===== src/rtl/ram_arb_pkg.sv =====
// Shared types and constants for the two-client RAM arbiter ram_arb2.
// Holds the owner state encoding, client ids and the default burst length.
package ram_arb_pkg;

    typedef enum logic [1:0] {
        IDLE = 2'd0,
        OWN0 = 2'd1,
        OWN1 = 2'd2
    } owner_t;

    localparam logic CLIENT0 = 1'b0;
    localparam logic CLIENT1 = 1'b1;

    localparam int BURST_DEF = 4;

endpackage


===== src/rtl/ram_arb2_if.sv =====
// Client and RAM-side bus of ram_arb2 (owner state is exported for debug).
// Handshake: a client holds cX_req with we/addr/wdata stable until it sees cX_gnt high in the same cycle; the access occurs on that edge and read data returns one cycle later on cX_rvalid/cX_rdata.
interface ram_arb2_if #(
    parameter int D_WIDTH = 8,
    parameter int A_WIDTH = 5
);
    logic               c0_req;
    logic               c1_req;
    logic               c0_we;
    logic               c1_we;
    logic [A_WIDTH-1:0] c0_addr;
    logic [A_WIDTH-1:0] c1_addr;
    logic [D_WIDTH-1:0] c0_wdata;
    logic [D_WIDTH-1:0] c1_wdata;
    logic               c0_gnt;
    logic               c1_gnt;
    logic               c0_rvalid;
    logic               c1_rvalid;
    logic [D_WIDTH-1:0] c0_rdata;
    logic [D_WIDTH-1:0] c1_rdata;
    logic               ram_wen;
    logic [A_WIDTH-1:0] ram_waddr;
    logic [D_WIDTH-1:0] ram_wdata;
    logic [A_WIDTH-1:0] ram_raddr;
    logic [D_WIDTH-1:0] ram_rdata;
    ram_arb_pkg::owner_t owner_dbg;

    modport slave (
        input  c0_req, c1_req, c0_we, c1_we, c0_addr, c1_addr, c0_wdata, c1_wdata,
        output c0_gnt, c1_gnt, c0_rvalid, c1_rvalid, c0_rdata, c1_rdata,
        output ram_wen, ram_waddr, ram_wdata, ram_raddr,
        input  ram_rdata,
        output owner_dbg
    );

    modport master (
        output c0_req, c1_req, c0_we, c1_we, c0_addr, c1_addr, c0_wdata, c1_wdata,
        input  c0_gnt, c1_gnt, c0_rvalid, c1_rvalid, c0_rdata, c1_rdata,
        input  ram_wen, ram_waddr, ram_wdata, ram_raddr,
        output ram_rdata,
        input  owner_dbg
    );

endinterface


===== src/rtl/ram_arb2_rr_pick2.sv =====
// rr_pick2: combinational 2-way winner select for ram_arb2 (bounded-burst round-robin).
// Build option RAM_ARB_FIXED_PRI_EN switches to client-0 priority with a burst cap on client 0.
module rr_pick2
    import ram_arb_pkg::*;
#(
    parameter int BURST = BURST_DEF
) (
    input  logic       req0,
    input  logic       req1,
    input  owner_t     owner,
    input  logic [3:0] cnt,
    input  logic       last,
    output logic       gnt0,
    output logic       gnt1
);

    logic below;
    assign below = (cnt < 4'(BURST));

    always_comb begin
        gnt0 = 1'b0;
        gnt1 = 1'b0;
        case (owner)
            OWN0: begin
                if (req0 && (below || !req1)) gnt0 = 1'b1;
                else if (req1)                gnt1 = 1'b1;
            end
            OWN1: begin
`ifdef RAM_ARB_FIXED_PRI_EN
                // Client 1 only keeps the RAM while client 0 is silent.
                if (req0)      gnt0 = 1'b1;
                else if (req1) gnt1 = 1'b1;
`else
                if (req1 && (below || !req0)) gnt1 = 1'b1;
                else if (req0)                gnt0 = 1'b1;
`endif
            end
            default: begin
`ifdef RAM_ARB_FIXED_PRI_EN
                if (req0)      gnt0 = 1'b1;
                else if (req1) gnt1 = 1'b1;
`else
                if (req0 && req1) begin
                    gnt0 = (last == CLIENT1);
                    gnt1 = (last == CLIENT0);
                end else begin
                    gnt0 = req0;
                    gnt1 = req1;
                end
`endif
            end
        endcase
    end

endmodule


===== src/rtl/ram_arb2.sv =====
// ram_arb2: two-client arbiter/sequencer for a simple dual-port RAM with 1-cycle registered read.
// Optional build macro RAM_ARB_FIXED_PRI_EN (handled in rr_pick2) gives client 0 priority.
module ram_arb2
    import ram_arb_pkg::*;
#(
    parameter int D_WIDTH = 8,
    parameter int A_WIDTH = 5,
    parameter int BURST   = BURST_DEF
) (
    input logic       clk,
    input logic       rst_n,
    ram_arb2_if.slave bus
);

    owner_t             owner;
    logic [3:0]         cnt;
    logic [3:0]         cnt_inc;
    logic               last;
    logic               rd_vld;
    logic               rd_id;
    logic [A_WIDTH-1:0] waddr_q;
    logic [A_WIDTH-1:0] raddr_q;
    logic [D_WIDTH-1:0] wdata_q;
    logic [D_WIDTH-1:0] rdata0_q;
    logic [D_WIDTH-1:0] rdata1_q;
    logic [D_WIDTH-1:0] rdata0_d;
    logic [D_WIDTH-1:0] rdata1_d;
    logic               gnt0;
    logic               gnt1;
    logic               gnt_any;
    logic               sel_we;
    logic [A_WIDTH-1:0] sel_addr;
    logic [D_WIDTH-1:0] sel_wdata;
    logic               wr;
    logic               rd;
    logic               rv0;
    logic               rv1;

    rr_pick2 #(.BURST(BURST)) u_pick (
        .req0  (bus.c0_req),
        .req1  (bus.c1_req),
        .owner (owner),
        .cnt   (cnt),
        .last  (last),
        .gnt0  (gnt0),
        .gnt1  (gnt1)
    );

    assign gnt_any   = gnt0 | gnt1;
    assign sel_we    = gnt1 ? bus.c1_we    : bus.c0_we;
    assign sel_addr  = gnt1 ? bus.c1_addr  : bus.c0_addr;
    assign sel_wdata = gnt1 ? bus.c1_wdata : bus.c0_wdata;
    assign wr        = gnt_any &  sel_we;
    assign rd        = gnt_any & ~sel_we;
    assign cnt_inc   = (cnt >= 4'(BURST)) ? 4'(BURST) : cnt + 4'd1;

    // Address/data lines hold their last used value so the RAM ports stay quiet when idle.
    assign bus.ram_wen   = wr;
    assign bus.ram_waddr = wr ? sel_addr  : waddr_q;
    assign bus.ram_wdata = wr ? sel_wdata : wdata_q;
    assign bus.ram_raddr = rd ? sel_addr  : raddr_q;

    assign rv0      = rd_vld && (rd_id == CLIENT0);
    assign rv1      = rd_vld && (rd_id == CLIENT1);
    assign rdata0_d = rv0 ? bus.ram_rdata : rdata0_q;
    assign rdata1_d = rv1 ? bus.ram_rdata : rdata1_q;

    assign bus.c0_gnt    = gnt0;
    assign bus.c1_gnt    = gnt1;
    assign bus.c0_rvalid = rv0;
    assign bus.c1_rvalid = rv1;
    assign bus.c0_rdata  = rdata0_d;
    assign bus.c1_rdata  = rdata1_d;
    assign bus.owner_dbg = owner;

    always_ff @(posedge clk or negedge rst_n) begin
        if (!rst_n) begin
            owner    <= IDLE;
            cnt      <= 4'd0;
            last     <= CLIENT1;
            rd_vld   <= 1'b0;
            rd_id    <= CLIENT0;
            waddr_q  <= '0;
            wdata_q  <= '0;
            raddr_q  <= '0;
            rdata0_q <= '0;
            rdata1_q <= '0;
        end else begin
            if (gnt0) begin
                owner <= OWN0;
                cnt   <= (owner == OWN0) ? cnt_inc : 4'd1;
                last  <= CLIENT0;
            end else if (gnt1) begin
                owner <= OWN1;
                cnt   <= (owner == OWN1) ? cnt_inc : 4'd1;
                last  <= CLIENT1;
            end else begin
                owner <= IDLE;
                cnt   <= 4'd0;
            end
            rd_vld <= rd;
            rd_id  <= gnt1;
            if (wr) begin
                waddr_q <= sel_addr;
                wdata_q <= sel_wdata;
            end
            if (rd) raddr_q <= sel_addr;
            rdata0_q <= rdata0_d;
            rdata1_q <= rdata1_d;
        end
    end

endmodule

===== src/flat_wrapper.sv =====
// flat-port wrapper written by rule: the top's interface ports become plain ports
module ram_arb2_flat import ram_arb_pkg::*;
#(
    parameter int D_WIDTH = 8,
    parameter int A_WIDTH = 5,
    parameter int BURST   = BURST_DEF
)
  (clk, rst_n, bus_c0_req, bus_c1_req, bus_c0_we, bus_c1_we, bus_c0_addr, bus_c1_addr, bus_c0_wdata, bus_c1_wdata, bus_c0_gnt, bus_c1_gnt, bus_c0_rvalid, bus_c1_rvalid, bus_c0_rdata, bus_c1_rdata, bus_ram_wen, bus_ram_waddr, bus_ram_wdata, bus_ram_raddr, bus_ram_rdata, bus_owner_dbg);
  ram_arb2_if #(.D_WIDTH(D_WIDTH), .A_WIDTH(A_WIDTH)) bus_i ();
  input logic clk;
  input logic rst_n;
  input wire logic [$bits(bus_i.c0_req)-1:0] bus_c0_req;
  input wire logic [$bits(bus_i.c1_req)-1:0] bus_c1_req;
  input wire logic [$bits(bus_i.c0_we)-1:0] bus_c0_we;
  input wire logic [$bits(bus_i.c1_we)-1:0] bus_c1_we;
  input wire logic [$bits(bus_i.c0_addr)-1:0] bus_c0_addr;
  input wire logic [$bits(bus_i.c1_addr)-1:0] bus_c1_addr;
  input wire logic [$bits(bus_i.c0_wdata)-1:0] bus_c0_wdata;
  input wire logic [$bits(bus_i.c1_wdata)-1:0] bus_c1_wdata;
  output wire logic [$bits(bus_i.c0_gnt)-1:0] bus_c0_gnt;
  output wire logic [$bits(bus_i.c1_gnt)-1:0] bus_c1_gnt;
  output wire logic [$bits(bus_i.c0_rvalid)-1:0] bus_c0_rvalid;
  output wire logic [$bits(bus_i.c1_rvalid)-1:0] bus_c1_rvalid;
  output wire logic [$bits(bus_i.c0_rdata)-1:0] bus_c0_rdata;
  output wire logic [$bits(bus_i.c1_rdata)-1:0] bus_c1_rdata;
  output wire logic [$bits(bus_i.ram_wen)-1:0] bus_ram_wen;
  output wire logic [$bits(bus_i.ram_waddr)-1:0] bus_ram_waddr;
  output wire logic [$bits(bus_i.ram_wdata)-1:0] bus_ram_wdata;
  output wire logic [$bits(bus_i.ram_raddr)-1:0] bus_ram_raddr;
  input wire logic [$bits(bus_i.ram_rdata)-1:0] bus_ram_rdata;
  output wire logic [$bits(bus_i.owner_dbg)-1:0] bus_owner_dbg;
  assign bus_i.c0_req = bus_c0_req;
  assign bus_i.c1_req = bus_c1_req;
  assign bus_i.c0_we = bus_c0_we;
  assign bus_i.c1_we = bus_c1_we;
  assign bus_i.c0_addr = bus_c0_addr;
  assign bus_i.c1_addr = bus_c1_addr;
  assign bus_i.c0_wdata = bus_c0_wdata;
  assign bus_i.c1_wdata = bus_c1_wdata;
  assign bus_c0_gnt = bus_i.c0_gnt;
  assign bus_c1_gnt = bus_i.c1_gnt;
  assign bus_c0_rvalid = bus_i.c0_rvalid;
  assign bus_c1_rvalid = bus_i.c1_rvalid;
  assign bus_c0_rdata = bus_i.c0_rdata;
  assign bus_c1_rdata = bus_i.c1_rdata;
  assign bus_ram_wen = bus_i.ram_wen;
  assign bus_ram_waddr = bus_i.ram_waddr;
  assign bus_ram_wdata = bus_i.ram_wdata;
  assign bus_ram_raddr = bus_i.ram_raddr;
  assign bus_i.ram_rdata = bus_ram_rdata;
  assign bus_owner_dbg = bus_i.owner_dbg;
  ram_arb2 #(.D_WIDTH(D_WIDTH), .A_WIDTH(A_WIDTH), .BURST(BURST)) u_core (.clk(clk), .rst_n(rst_n), .bus(bus_i));
endmodule

===== config.mk =====
export PLATFORM = sky130hd
export DESIGN_NAME = ram_arb2_flat
export DESIGN_NICKNAME = d
export VERILOG_FILES = /design/src/rtl/ram_arb_pkg.sv /design/src/rtl/ram_arb2_if.sv /design/src/rtl/ram_arb2_rr_pick2.sv /design/src/rtl/ram_arb2.sv /design/src/flat_wrapper.sv
export SDC_FILE = /design/constraint.sdc
export NUM_CORES = 1
export LEC_CHECK = 0
export CORE_ASPECT_RATIO = 1.4
export CORE_UTILIZATION = 42
export DETAILED_ROUTE_END_ITERATION = 7
export GPL_TIMING_DRIVEN = 1
export MAX_ROUTING_LAYER = met4
export PLACE_DENSITY_LB_ADDON = 0.3
export SLEW_MARGIN = 20
export SYNTH_ARGS = -nofsm -noshare
export SYNTH_HDL_FRONTEND = slang
export SYNTH_HIERARCHICAL = 1
export SYNTH_SLANG_ARGS = --single-unit

===== constraint.sdc =====
create_clock -name clk -period 3.1 [get_ports clk]
set_clock_uncertainty 0.1 [all_clocks]
set_input_delay 0.465 -clock clk [delete_from_list [all_inputs] [get_ports clk]]
set_output_delay 0.465 -clock clk [all_outputs]
set_load 0.05 [all_outputs]

======== Yosys cells after proc, flatten, opt, wreduce, memory -nomap -nowiden ========
Cells that the tools add are included.
W data, S select, Z words.
storage, ports and cells
  register bits ........................... 43
  input port bits ......................... 40
  word-level logic and storage cells ...... 58
operators by class
  $add $sub $neg .......................... 1
  $lt $le $gt $ge ......................... 2
  equality and inequality tests ........... 2
  multiplexer cells ....................... 27
  bitwise operators ....................... 6
  reduce and logical (&&, ||, !) cells .... 10
operators with widths
  kind                   number
  $mux W8                4
  $mux W4                5
  $mux W5                3
  $mux W1                11
  $logic_and A1 B1 Y1    5
  $add A4 B1 Y4 const B  1
  $ge A4 B3 Y1 const B   1
  $lt A4 B3 Y1 const B   1
  $mux W2                2
  $pmux W1 S2            2
  $not A1 Y1             3
  $and A1 B1 Y1          2
  $eq A2 B1 Y1 const B   1
  $eq A2 B2 Y1 const B   1
  $logic_not A1 Y1       2
  $logic_or A1 B1 Y1     2
  $reduce_bool A2 Y1     1
  $or A1 B1 Y1           1

======== Longest topological paths before layout ========
Gate-level depths: netlist of the first run.
  depth after elaboration ................. 9
  depth in mapped cells ................... 10
  mapped depth without buffers ............ 8

======== Modules after synthesis ========
The synthesis of the first run kept the hierarchy.
modules (own cells, without submodules)
  module    instances  cells each  area each (um^2)  seq. area each (um^2)
  ram_arb2  1          120         1848.0            1077.3
  rr_pick2  1          15          110.1             0.0

======== Least setup slack after synthesis of the first run ========
OpenSTA, ideal clock, no wires.
  path kind ............................... flip-flop to output port
  from .................................... reg u_core.owner[0] (netlist: u_core/bus.owner_dbg[0])
  to ...................................... out bus_ram_raddr[0]
  data arrival time ....................... 3.390 ns
  required time ........................... 2.535 ns
  setup slack ............................. -0.855 ns
  cell stages (with the launch flop) ...... 9
  path through ............................ dfrtp_1 inv_1 ha_1 or3_4 o211ai_2 a31oi_1 nor2b_4 o2bb2ai_2 mux2_2
between the ends
  elaborated cells between the ends (all ways) .. 10
RTL lines
  what                                                 RTL line                 source
  from (decl)                                          ram_arb2.sv:15           owner_t owner;
  from (signal assigned)                               ram_arb2.sv:78           owner <= IDLE;
  from (signal assigned)                               ram_arb2.sv:90           owner <= OWN0;
  from (signal assigned)                               ram_arb2.sv:94           owner <= OWN1;
  $eq A2 B2 Y1 / $eq A2 B1 Y1 (equally long branches)  ram_arb2_rr_pick2.sv:23  case (owner)
  $pmux W1 S2 *                                        ram_arb2_rr_pick2.sv:23
  named net bus_c0_gnt                                 flat_wrapper.sv:20       output wire logic [$bits(bus_i.c0_gnt)-1:0] bus_c0_gnt;
  $or A1 B1 Y1 *                                       ram_arb2.sv:49           assign gnt_any = gnt0 | gnt1;
  $and A1 B1 Y1 *                                      ram_arb2.sv:54           assign rd = gnt_any & ~sel_we;
  named net u_core.rd                                  ram_arb2.sv:35           logic rd;
  $mux W5 *                                            n/a
  to (decl)                                            flat_wrapper.sv:29       output wire logic [$bits(bus_i.ram_raddr)-1:0] bus_ram_raddr;
Mark *: on every way through the listed nets, which the timed path passes. The rest lies on a longest branch.

======== Worst setup path after layout of the first run ========
  from .................................... reg u_core.owner[0] (netlist: u_core/bus.owner_dbg[0])
  to ...................................... out bus_ram_wdata[5]
between the ends
  word-level cells in the longest chain between the ends .. 5
  elaborated cells between the ends (all ways) .. 9
RTL lines
  what                                                 RTL line                        source
  $eq A2 B2 Y1 / $eq A2 B1 Y1 (equally long branches)  ram_arb2_rr_pick2.sv:23
  $pmux W1 S2                                          ram_arb2_rr_pick2.sv:23
  $or A1 B1 Y1 / $mux W1 (equally long branches)       ram_arb2.sv:49, ram_arb2.sv:50
  $and A1 B1 Y1                                        ram_arb2.sv:53                  assign wr = gnt_any & sel_we;
  $mux W8 *                                            n/a
  to (decl)                                            flat_wrapper.sv:28              output wire logic [$bits(bus_i.ram_wdata)-1:0] bus_ram_wdata;
Mark *: on every way between the ends. The rest lies on a longest branch, timed or not.

==> results.yml, run 1 <==
critical_path:
  crit_type: "reg -> out"
  slowest_stage: "dfrtp_2"
  setup.worst_path.start_class: "flop"
  path_max_fanout: 6
  end_kind: "primary output"
  cpPeakStageDelay_ps: 440
  crit_arrival_ps: 2590
  crit_chain: "inv_2, ha_4, or3_4, o211ai_4, a31oi_4, nor2b_4, a22oi_4, buf_6, mux2_4, buf_12"
  required_ps: 2530
routing:
  wl_per_cell_um: 16.5
  drcViolationCount: 0
  vias: 1425
  initialDrtViolationCount: 23
  ant_nets: 0
  wirelength_mm: 4.79
  drtPass1Iterations: 4
  vias_per_cell: 4.90
synthesis:
  post_synth_num_cell_types: 28
  async_flop_share: 1.00
  synth_edf_count: 0
  synth_area_leaders: "dfrtp_1 (54%), mux2_2 (20%), mux2_4 (6.9%), ha_1 (1.9%), inv_1 (1.7%)"
  synth.most_common_cell: "dfrtp_1"
  ys_ff_latch: 43
  synth_area_sq_um: 1960
  synth_common_cells: "dfrtp_1 (42), mux2_2 (35), inv_1 (9), mux2_4 (9), nor2_1 (6)"
  yosys.area.top_type_share: 0.537
  synth-main-ff-cell: "dfrtp_1"
  synth-seq-area-share: 0.550
  synth_area_per_cell_sq_um: 14.5
  yosys_warnings: 6
  synth_nets: 178
  synth_largest_area_cell: "dfrtp_1"
  syn_inst: 135
timing:
  slew_headroom: 0.376
  grt_setup_unrepaired: "yes"
  drv_slew: 0
  tightest_slew_ps: 936
  fmax_ghz: 0.317
  hold_viol_final: 0
  finalSetupViolCount: 16
  worst_slack_ps: -52.3
  whs_ps: 213
  fin_crit_ps: 3150
  period_share: 1.02
placed_design:
  gp_congestion: 0.807
  dp_hpwl_mm: 3.36
  numPortBuffers: 80
floorplanning:
  core_area_sq_um: 4500
  dieWidth_um: 59.7
  start_util: 0.435
  fp.dieArea_sq_um: 4940
  die_h_um: 82.8
  rows: 29
  ios: 81
clock_network:
  clkSinkCount: 43
  clockBufferDepth: 2
  clk_latency_ps: 300
  cts_made_buffers: 5
  clkSlewWorstSetupHoldPaths_ps: 80
  cts_root_buf: "clkbuf_8"
  cts_tree: "done"
  htree_levels: 2
global_route:
  grt_usage: 0.198
  grt_max_degree: 44
  grt_pass1_wl_mm: 6.84
  grt_overflow: 0
  grt_pass1_vias: 1458
  antenna_found_initial: 0
cells_and_area:
  areaGrowthSynthToFinish_pct: 66.9
  final_layout_size_suffix_gt1_frac: 0.432
  diodes: 0
  layout.nets: 271
  fillers: 329
job:
  cap_violations: 0
run_status:
  violations: "setup timing"
  outcome: "finished with violations"
hold_path:
  hp-class: "in -> async"
-- registers in the layout (all words and copies together), names as in the netlist --
signal / cells
u_core/raddr_q: 5
u_core/waddr_q: 5
u_core/rd_vld: 1
u_core/cnt: 4
u_core/rdata0_q: 8
u_core/wdata_q: 8
u_core/last: 1
u_core/rdata1_q: 8
u_core/rd_id: 1
u_core/bus.owner_dbg: 2
-- cells by family (layout without fill, tap and decap cells) --
family	Yosys count	count (layout)	synth area share
AOI/OAI and AO/OA	9	9	0.0447
DFF	43	43	0.550
buffers and inverters	13	107	0.0371
muxes	49	49	0.298
adders and majority gates	3	3	0.0192
and+or+nand+nor	17	17	0.0492
other	1	1	0.00192
-- through the flow --
step / TNS, ps / cells / area (sq um) / setup WS, ps / util
finish: -474 / 291 / 3270 / -52.3 / 0.726
global route: -2270 / 291 / 3270 / -149 / 0.726
CTS: -1040 / 291 / 3180 / -63.6 / 0.707
detailed placement: 0 / 278 / 2980 / 31.3 / 0.663
global placement: 0 / 278 / 2980 / 67.2 / 0.663
floorplan: 0 / 135 / 2010 / 3.40 / -
-- metal layers --
metal	GRT usage	wire length (um)
met1	0.204	1640
met4	0.0930	81
met5	-	0
met3	0.0465	292
met2	0.350	2770
-- placed cells by master (no fill, tap or decap), drive strengths merged, types with 2 or more instances in the layout --
cell type and n:
nand2 2, mux2i 2, ha 3, buf 32, bufinv 2, nor2 6
a31oi 2, inv 9, nand2b 2, nand3 2, clkdlybuf4s50 58, mux2 47
clkbuf 6, dfrtp 42
-- area by class of cell --
class | instances | area [sq um] | area share
Timing Repair Buffer | 90 | 1020 | 0.313
Clock buffer | 6 | 72.6 | 0.0222
Multi-Input combinational cell | 79 | 921 | 0.282
Inverter | 9 | 33.8 | 0.0103
Clock inverter | 2 | 60.1 | 0.0184
Tap cell | 62 | 77.6 | 0.0237
Sequential cell | 43 | 1080 | 0.330
-- critical path: cells and delay by family, from the launching register on --
family                   cells  cell delay, ps
AND/OR/NAND/NOR              2             520
adder cells (fa/ha/maj)      1             200
multiplexers                 1             330
flip-flops                   1             440
AO/OA/AOI/OAI                3             380
buffers and inverters        3             410
-- final timing paths --
path,startpoint,end,slack [ps],depth (start not counted)
max,u_core/bus.owner_dbg[0],bus_ram_wdata[5],-50,10
min,rst_n,u_core/rdata0_q[1],210,1
max reg2reg,u_core/bus.owner_dbg[0],u_core/wdata_q[4],750,9
min reg2reg,u_core/rdata0_q[0],u_core/rdata0_q[0],400,1
max in group asynchronous,rst_n,u_core/bus.owner_dbg[0],2050,1
min in group clk,u_core/rdata0_q[0],u_core/rdata0_q[0],400,1
-- repair_timing --
action	in CTS	in global routing
gates resized for setup	3	30
hold endpoints to repair	0	0
pin swaps	1	2
setup buffers	4	2
hold buffers	0	0
cloned	1	0
endpoints found under the setup margin	18	18
Power of run 1 is not shown: default switching activity piles up to over one toggle a cycle in this logic, so the estimate is an artifact.
==> run 2: changes to the inputs <==
- GPL_TIMING_DRIVEN: 1 -> 0
==> run 2 against run 1 <==
  * The flow still finishes with violations (setup timing)
  * Sequential share of layout area up 0.51 points
  * Sequential cell count stayed put
  * Final area down 1.5%
  * Critical endpoint unchanged
  * Global-route usage fell by 0.15 points
==> results.yml, run 2 (synthesis gave the netlist of run 1 again) <==
critical_path:
  path_max_fanout: 6
  startpoint: "u_core/bus.owner_dbg[0]"
  slowest_stage: "dfrtp_2"
  r2r_slack_ps: 720
  crit_arrival_ps: 2610
  cpPeakStageDelay_ps: 430
  worst-path-stages: 12
  crit_family: "buffers and inverters"
  crit_chain: "inv_2, ha_4, or3_4, nand3_4, a31oi_4, buf_8, nor2b_4, a22oi_4, buf_12, buf_8, mux2_4, buf_8"
  reg2reg_to: "u_core/wdata_q[5]"
  r2r.worst_path.cells: 11
  crit_type: "reg -> out"
  required_ps: 2530
  critPathBufInv: 5
  rr_startpoint: "u_core/bus.owner_dbg[0]"
  setup.worst_path.start_class: "flop"
  crit_top_cell: "buf_8"
  crit_end: "bus_ram_wdata[5]"
  end_kind: "primary output"
floorplanning:
  ios: 81
  start_util: 0.435
  die_h_um: 82.8
  dieWidth_um: 59.7
  rows: 29
  fp.dieArea_sq_um: 4940
  core_area_sq_um: 4500
clock_network:
  clkSlewWorstSetupHoldPaths_ps: 80
  cts_made_buffers: 5
  cts_root_buf: "clkbuf_8"
  clockBufferDepth: 2
  clk_latency_ps: 290
  cts_tree: "done"
  htree_levels: 2
  clkSinkCount: 43
  holdBufCountCts: 0
routing:
  vias_per_cell: 4.86
  drtPass1Iterations: 4
  wl_per_cell_um: 14.7
  ant_nets: 0
  vias: 1442
  drcViolationCount: 0
  initialDrtViolationCount: 14
  wirelength_mm: 4.38
run_status:
  violations: "setup timing"
  outcome: "finished with violations"
cells_and_area:
  layout.nets: 277
  layout_common_cells: "clkdlybuf4s50_1 (60), dfrtp_1 (40), mux2_2 (29)"
  fin_cells: 297
  final_layout_size_suffix_gt1_frac: 0.434
  diodes: 0
  layout_commonest_cell: "clkdlybuf4s50_1"
  largestRegisters: "u_core/rdata0_q: 8 flops, u_core/rdata1_q: 8 flops, u_core/wdata_q: 8 flops"
  areaGrowthSynthToFinish_pct: 64.3
  fin_util: 0.715
  postLayoutCellArea_sq_um: 3220
hold_path:
  hp-class: "in -> async"
placed_design:
  dp_hpwl_mm: 3.25
  gp_congestion: 0.765
  numPortBuffers: 80
  dp_cells: 278
  placed_cell_area_sq_um: 2910
timing:
  hold_viol_final: 0
  grt_setup_unrepaired: "yes"
  period_share: 1.03
  fin_crit_ps: 3180
  slew_headroom: 0.660
  tightest_slew_ps: 509
  worst_slack_ps: -78.7
  fmax_ghz: 0.315
  drv_slew: 0
  whs_ps: 26.1
  finalSetupViolCount: 10
global_route:
  grt_max_degree: 24
  antenna_found_initial: 0
  grt_pass1_wl_mm: 6.82
  grt_usage: 0.197
  grt_pass1_vias: 1480
  grt_overflow: 0
job:
  cap_violations: 0
==> run 2: changes by cell type in the layout (fill, tap and decap cells not counted), sizes merged <==
cell and delta:
buf +3, clkdlybuf4s50 +2, bufinv -1, clkbuf +1
clkinv +1
==> run 2: timing repair <==
| item | 4_1_cts | 5_1_grt |
|---|---|---|
| setup buffers | 10 | 0 |
| resized for setup | 143 | 1 |
| endpoints found under the setup margin | 19 | 19 |
| pin swaps | 2 | 0 |
| cloned | 1 | 0 |
==> run 2: worst min-delay path by stage <==
stage	startpoint	to	slack (ps)	cells after the start
final	rst_n	u_core/cnt[0]	30	1
after global routing	rst_n	u_core/bus.owner_dbg[0]	50	1
after CTS	rst_n	u_core/raddr_q[1]	30	1
after global placement	u_core/wdata_q[1]	u_core/wdata_q[1]	380	1
after floorplan	rst_n	u_core/bus.owner_dbg[0]	70	0
after detailed placement	rst_n	u_core/rdata0_q[1]	360	1
==> run 2: per-layer routing <==
metal | part of all wire | global-route usage
met1 | 0.35 | 0.201
met2 | 0.56 | 0.349
met3 | 0.067 | 0.0527
met4 | 0.020 | 0.0837
met5 | 0 | -
==> run 2: metrics by stage <==
stage	setup TNS (ps)	setup slack [ps]
after floorplan	0	3.40
after global placement	-10060	-602
after detailed placement	-10640	-632
after CTS	-947	-99.9
after global routing	-2330	-180
final	-753	-78.7
==> run 2: final cells by class <==
cell class                      count  area [sq um]
Multi-Input combinational cell     79           901
Buffer                              4          46.3
Fill cell                         346          1280
Sequential cell                    43          1080
Clock inverter                      2          35.0
Timing Repair Buffer               92           962
Tap cell                           62          77.6
Clock buffer                        6          82.6
Inverter                            9          33.8
Power of run 2 is left out for the same reason.
==> run 3: changes to the inputs <==
- TNS_END_PERCENT: not set -> 50
==> run 3 against run 2 <==
  * The flow still finishes with violations (setup timing)
  * Core utilization decreased by 0.17 points
  * First-iteration DRC count unchanged
  * Global-route usage about the same
  * Maximum frequency about the same
  * Sequential share of layout area increased by 0.078 points
  * Sequential cell count unchanged
  * Highest routed layer unchanged
  * Register-to-register slack about the same
==> results.yml, run 3 (synthesis gave the netlist of run 1 again) <==
run_status:
  violations: "setup timing"
  outcome: "finished with violations"
timing:
  fin_crit_ps: 3180
  tightest_slew_ps: 509
  period_share: 1.03
  drv_slew: 0
  finalSetupViolCount: 11
  fmax_ghz: 0.315
  worst_slack_ps: -78.2
  hold_viol_final: 0
  grt_setup_unrepaired: "yes"
  slew_headroom: 0.660
job:
  cap_violations: 0
critical_path:
  crit_type: "reg -> out"
  reg2reg_to: "u_core/wdata_q[5]"
  r2r.worst_path.cells: 11
  rr_startpoint: "u_core/bus.owner_dbg[0]"
  end_kind: "primary output"
  setup.worst_path.start_class: "flop"
  r2r_slack_ps: 720
  required_ps: 2530
  path_max_fanout: 6
  crit_arrival_ps: 2610
hold_path:
  hp-class: "in -> async"
cells_and_area:
  layout_common_cells: "clkdlybuf4s50_1 (60), dfrtp_1 (40), mux2_2 (30)"
  layout_commonest_cell: "clkdlybuf4s50_1"
  diodes: 0
  largestRegisters: "u_core/rdata0_q: 8 flops, u_core/rdata1_q: 8 flops, u_core/wdata_q: 8 flops"
  layout.nets: 277
  final_layout_size_suffix_gt1_frac: 0.434
  postLayoutCellArea_sq_um: 3210
  register_area_sq_um: 1080
  multi_input_area_sq_um: 897
  fillers: 347
  areaGrowthSynthToFinish_pct: 64.0
routing:
  wl_per_cell_um: 14.7
  drcViolationCount: 0
  vias: 1438
  vias_per_cell: 4.84
  wirelength_mm: 4.37
  initialDrtViolationCount: 14
  drtPass1Iterations: 4
  ant_nets: 0
clock_network:
  cts_root_buf: "clkbuf_8"
  clkSinkCount: 43
  clk_latency_ps: 290
  holdBufCountCts: 0
  cts_tree: "done"
  clkSlewWorstSetupHoldPaths_ps: 80
  cts_made_buffers: 5
  htree_levels: 2
  clockBufferDepth: 2
global_route:
  grt_overflow: 0
  grt_usage: 0.196
  grt_pass1_vias: 1476
  grt_max_degree: 24
  grt_pass1_wl_mm: 6.80
  antenna_found_initial: 0
floorplanning:
  die_h_um: 82.8
  core_area_sq_um: 4500
  fp.dieArea_sq_um: 4940
  dieWidth_um: 59.7
  rows: 29
  start_util: 0.435
  ios: 81
placed_design:
  dp_slack_ps: -632
  placed_cell_area_sq_um: 2910
  dp_hpwl_mm: 3.25
  gp_congestion: 0.765
  numPortBuffers: 80
-- run 3: what timing repair did --
action / in CTS / in global routing
pin swaps: 1 / 0
gates resized for setup: 140 / 2
cloned: 1 / 0
buffers inserted: 10 / 0
endpoints found under the setup margin: 19 / 19
-- run 3: worst max-delay path by stage --
| stage | startpoint | to | slack, ps | depth (start not counted) |
|---|---|---|---|---|
| after detailed placement | bus_c0_req | bus_ram_wdata[3] | -630 | 10 |
| after floorplan | u_core/bus.owner_dbg[0] | bus_ram_waddr[0] | 3 | 10 |
| after global placement | bus_c0_req | bus_ram_wdata[3] | -600 | 10 |
| final | u_core/bus.owner_dbg[0] | bus_ram_wdata[5] | -80 | 12 |
| after CTS | u_core/bus.owner_dbg[1] | bus_ram_wdata[5] | -100 | 11 |
| after global routing | u_core/bus.owner_dbg[0] | bus_ram_wdata[2] | -180 | 12 |
-- run 3: layout make-up --
class / instances / share of cell area
Buffer: 4 / 0.0144
Clock buffer: 6 / 0.0257
Clock inverter: 2 / 0.0109
Inverter: 9 / 0.0105
Multi-Input combinational cell: 79 / 0.279
Sequential cell: 43 / 0.336
Tap cell: 62 / 0.0242
Timing Repair Buffer: 92 / 0.299
-- run 3: worst max-delay path, cell delays in order (launching register included) --
cell and delay (ps):
dfrtp_2 430, inv_2 70, ha_4 200, or3_4 350, nand3_4 80, a31oi_4 50, buf_8 150, nor2b_4 160
a22oi_4 90, buf_12 140, buf_8 120, mux2_4 310, buf_8 150
-- run 3: per-stage QoR --
stage          setup TNS (ps)   util  hold slack [ps]  instances
6_report                 -784  0.714             26.5        297
5_1_grt                 -2390  0.714             52.0        297
4_1_cts                 -1040  0.712             33.3        297
3_5_place_dp           -10640  0.647              359        278
3_3_place_gp           -10060  0.642              376        277
2_1_floorplan               0      -             69.4        135
-- run 3: layer usage --
layer	share of wire	GRT usage	vias up
li1	-	-	666
met4	0.020	0.0837	0
met5	0	-	-
met2	0.56	0.349	59
met3	0.067	0.0527	7
met1	0.35	0.200	706
Power of run 3 is left out for the same reason.
==> patch: new RTL, config.mk and constraints of run 1 <==
`rdata0_q` and `rdata1_q` no longer have a reset.
--- a/src/rtl/ram_arb2.sv
+++ b/src/rtl/ram_arb2.sv
@@ -83,8 +83,6 @@
             waddr_q  <= '0;
             wdata_q  <= '0;
             raddr_q  <= '0;
-            rdata0_q <= '0;
-            rdata1_q <= '0;
         end else begin
             if (gnt0) begin
                 owner <= OWN0;
@@ -105,9 +103,12 @@
                 wdata_q <= sel_wdata;
             end
             if (rd) raddr_q <= sel_addr;
-            rdata0_q <= rdata0_d;
-            rdata1_q <= rdata1_d;
         end
     end
 
+    always_ff @(posedge clk) begin
+        rdata0_q <= rdata0_d;
+        rdata1_q <= rdata1_d;
+    end
+
 endmodule
Function: differs if rst_n is asserted again (counterexample within 4 cycles, from zero or initial values and one cycle with rst_n low); with rst_n held inactive, the same outputs for 10 cycles.
==> patch against run 1 <==
  * The run still ends with negative setup slack left
  * Synthesized area down 4.1%
  * Non-clock buffer count grew 6
  * Final area is 1.0% lower
  * Sequential cell count unchanged
  * Routed wire length down 0.33%
  * Setup slack lost 0.028 ns
Power is not shown: default switching activity piles up to over one toggle a cycle in this logic, so the estimate is an artifact.
==> patch: results (changes against run 1) <==
| Metric | Value |
|---|---|
| Outcome | `complete, but fails checks` |
| Failing checks | `negative setup slack` |
| Final worst slack | `-0.0798 ns (-0.0275 ns)` |
| M1 GR Usage | `20.2% (-0.20 points)` |
| GRT Overall Usage | `22.7% (+2.9 points)` |
| CP max stage delay | `0.46 ns (+0.02 ns)` |
| Async S/R FF share, synth | `62.8% (-37 points)` |
| RePlAce Congestion | `0.822 (+1.8%)` |
| Met3 Use GR | `5.57% (+0.92 points)` |
| Synth area leaders | `dfrtp_1, mux2_2, dfxtp_1` |
| Final nets | `277 (+2.2%)` |
| Slew @ Worst Pin | `0.506 ns (-0.430 ns)` |
| First-pass GRT wire length | `7470 um (+9.1%)` |
| Setup TNS | `-0.785 ns (-0.311 ns)` |
| Worst setup SP type | `flip-flop` |
| Vias per cell | `4.87 (-0.46%)` |
| Most frequent cells after synthesis | `mux2_2, dfrtp_1, dfxtp_1` |
| WP data arrival | `2.61 ns (+0.02 ns)` |
| Num CTS Buffers | `5 (unchanged)` |
| Worst path slowest cell | `dfrtp_2` |
| Crit. End Element | `output port` |
| CP top delay family | `simple AND/OR/NAND/NOR gates` |
| Main synth FF type | `dfrtp_1` |
| YS warnings | `6 (unchanged)` |
| Met2 Track Usage GR | `43.3% (+8.3 points)` |
| Vias in the first global route | `1617 (+11%)` |
| Setup violations, final | `15 (-1)` |
| First-pass DRT Iterations | `4 (unchanged)` |
| Antenna violations before repair | `0 (unchanged)` |
| Worst min-delay path startpoint | `u_core/rdata0_q[6]` |
| Dpl cell area | `2910 sq um (-2.4%)` |
| Synth cell types | `29 (+3.6%)` |
| Fraction of layout cells with a size suffix above 1 | `43.8% (+0.60 points)` |
| Hpwl dp | `3480 um (+3.5%)` |
| Wire per inst | `16.2 um (-1.7%)` |
| Largest registers | `u_core/rdata0_q (8), u_core/rdata1_q (8), u_core/wdata_q (8)` |
| Largest net degree at the start of global routing | `28 (-36%)` |
| Ant. Diodes | `0 (unchanged)` |
| Starting DRT DRC Count | `25 (+8.7%)` |
| Syn nets | `178 (unchanged)` |
| Worst Hold Class | `flip-flop to flip-flop` |
| Sequential share of the synthesized area | `53.1% (-1.9 points)` |
| Reg-to-reg critical path startpoint | `u_core/bus.owner_dbg[1]` |
| Max clock buf depth | `2 (unchanged)` |
[patch: worst paths after layout]
kind                                       to  slack (ns)  depth (start not counted)
max                          bus_ram_waddr[3]       -0.08                         10
min                        u_core/rdata0_q[6]        0.38                          1
max reg2reg                 u_core/wdata_q[3]        0.61                         10
min reg2reg                u_core/rdata0_q[6]        0.38                          1
max in group asynchronous         u_core/last        2.17                          2
min in group asynchronous   u_core/wdata_q[5]        0.42                          2
[patch: area by class of cell]
class / instances / area [sq um]
fillers: 295 / 1040
flip-flops and latches: 43 / 1000
clock inverters: 1 / 5.00
clock buffers: 7 / 86.3
inverters: 9 / 33.8
well taps: 60 / 75.1
multi-input cells: 79 / 916
repair buffers: 96 / 1120
[patch: metrics by stage]
step | worst slack, ns | instances
6_report | -0.0798 | 295
5_1_grt | -0.178 | 295
4_1_cts | -0.0883 | 295
3_5_place_dp | 0.0714 | 277
3_3_place_gp | 0.130 | 277
2_1_floorplan | 0.00340 | 135
[patch: kinds of logic (layout without fill, tap and decap cells)]
family | count (synthesis) | in the layout | share of synthesized area [%]
buffers and inverters | 13 | 113 | 3.86
AO/OA/AOI/OAI | 9 | 9 | 4.66
multiplexers | 49 | 49 | 31.0
adder cells (fa/ha/maj) | 3 | 3 | 2.00
other | 1 | 1 | 0.200
flip-flops | 43 | 43 | 53.1
AND/OR/NAND/NOR | 17 | 17 | 5.13
[patch: routing by layer]
layer / wire length, um / vias to the layer above
met2: 2750 / 62
li1: - / 668
met3: 255 / 10
met4: 136 / 0
met5: 0 / -
met1: 1630 / 698
[patch: timing repair]
| action | 4_1_cts | 5_1_grt |
|---|---|---|
| resized for setup | 32 | 1 |
| endpoints found under the setup margin | 18 | 19 |
| endpoints found under the hold margin | 0 | 0 |
| buffers inserted | 9 | 0 |
| pin swaps | 1 | 1 |
| gates cloned | 1 | 0 |
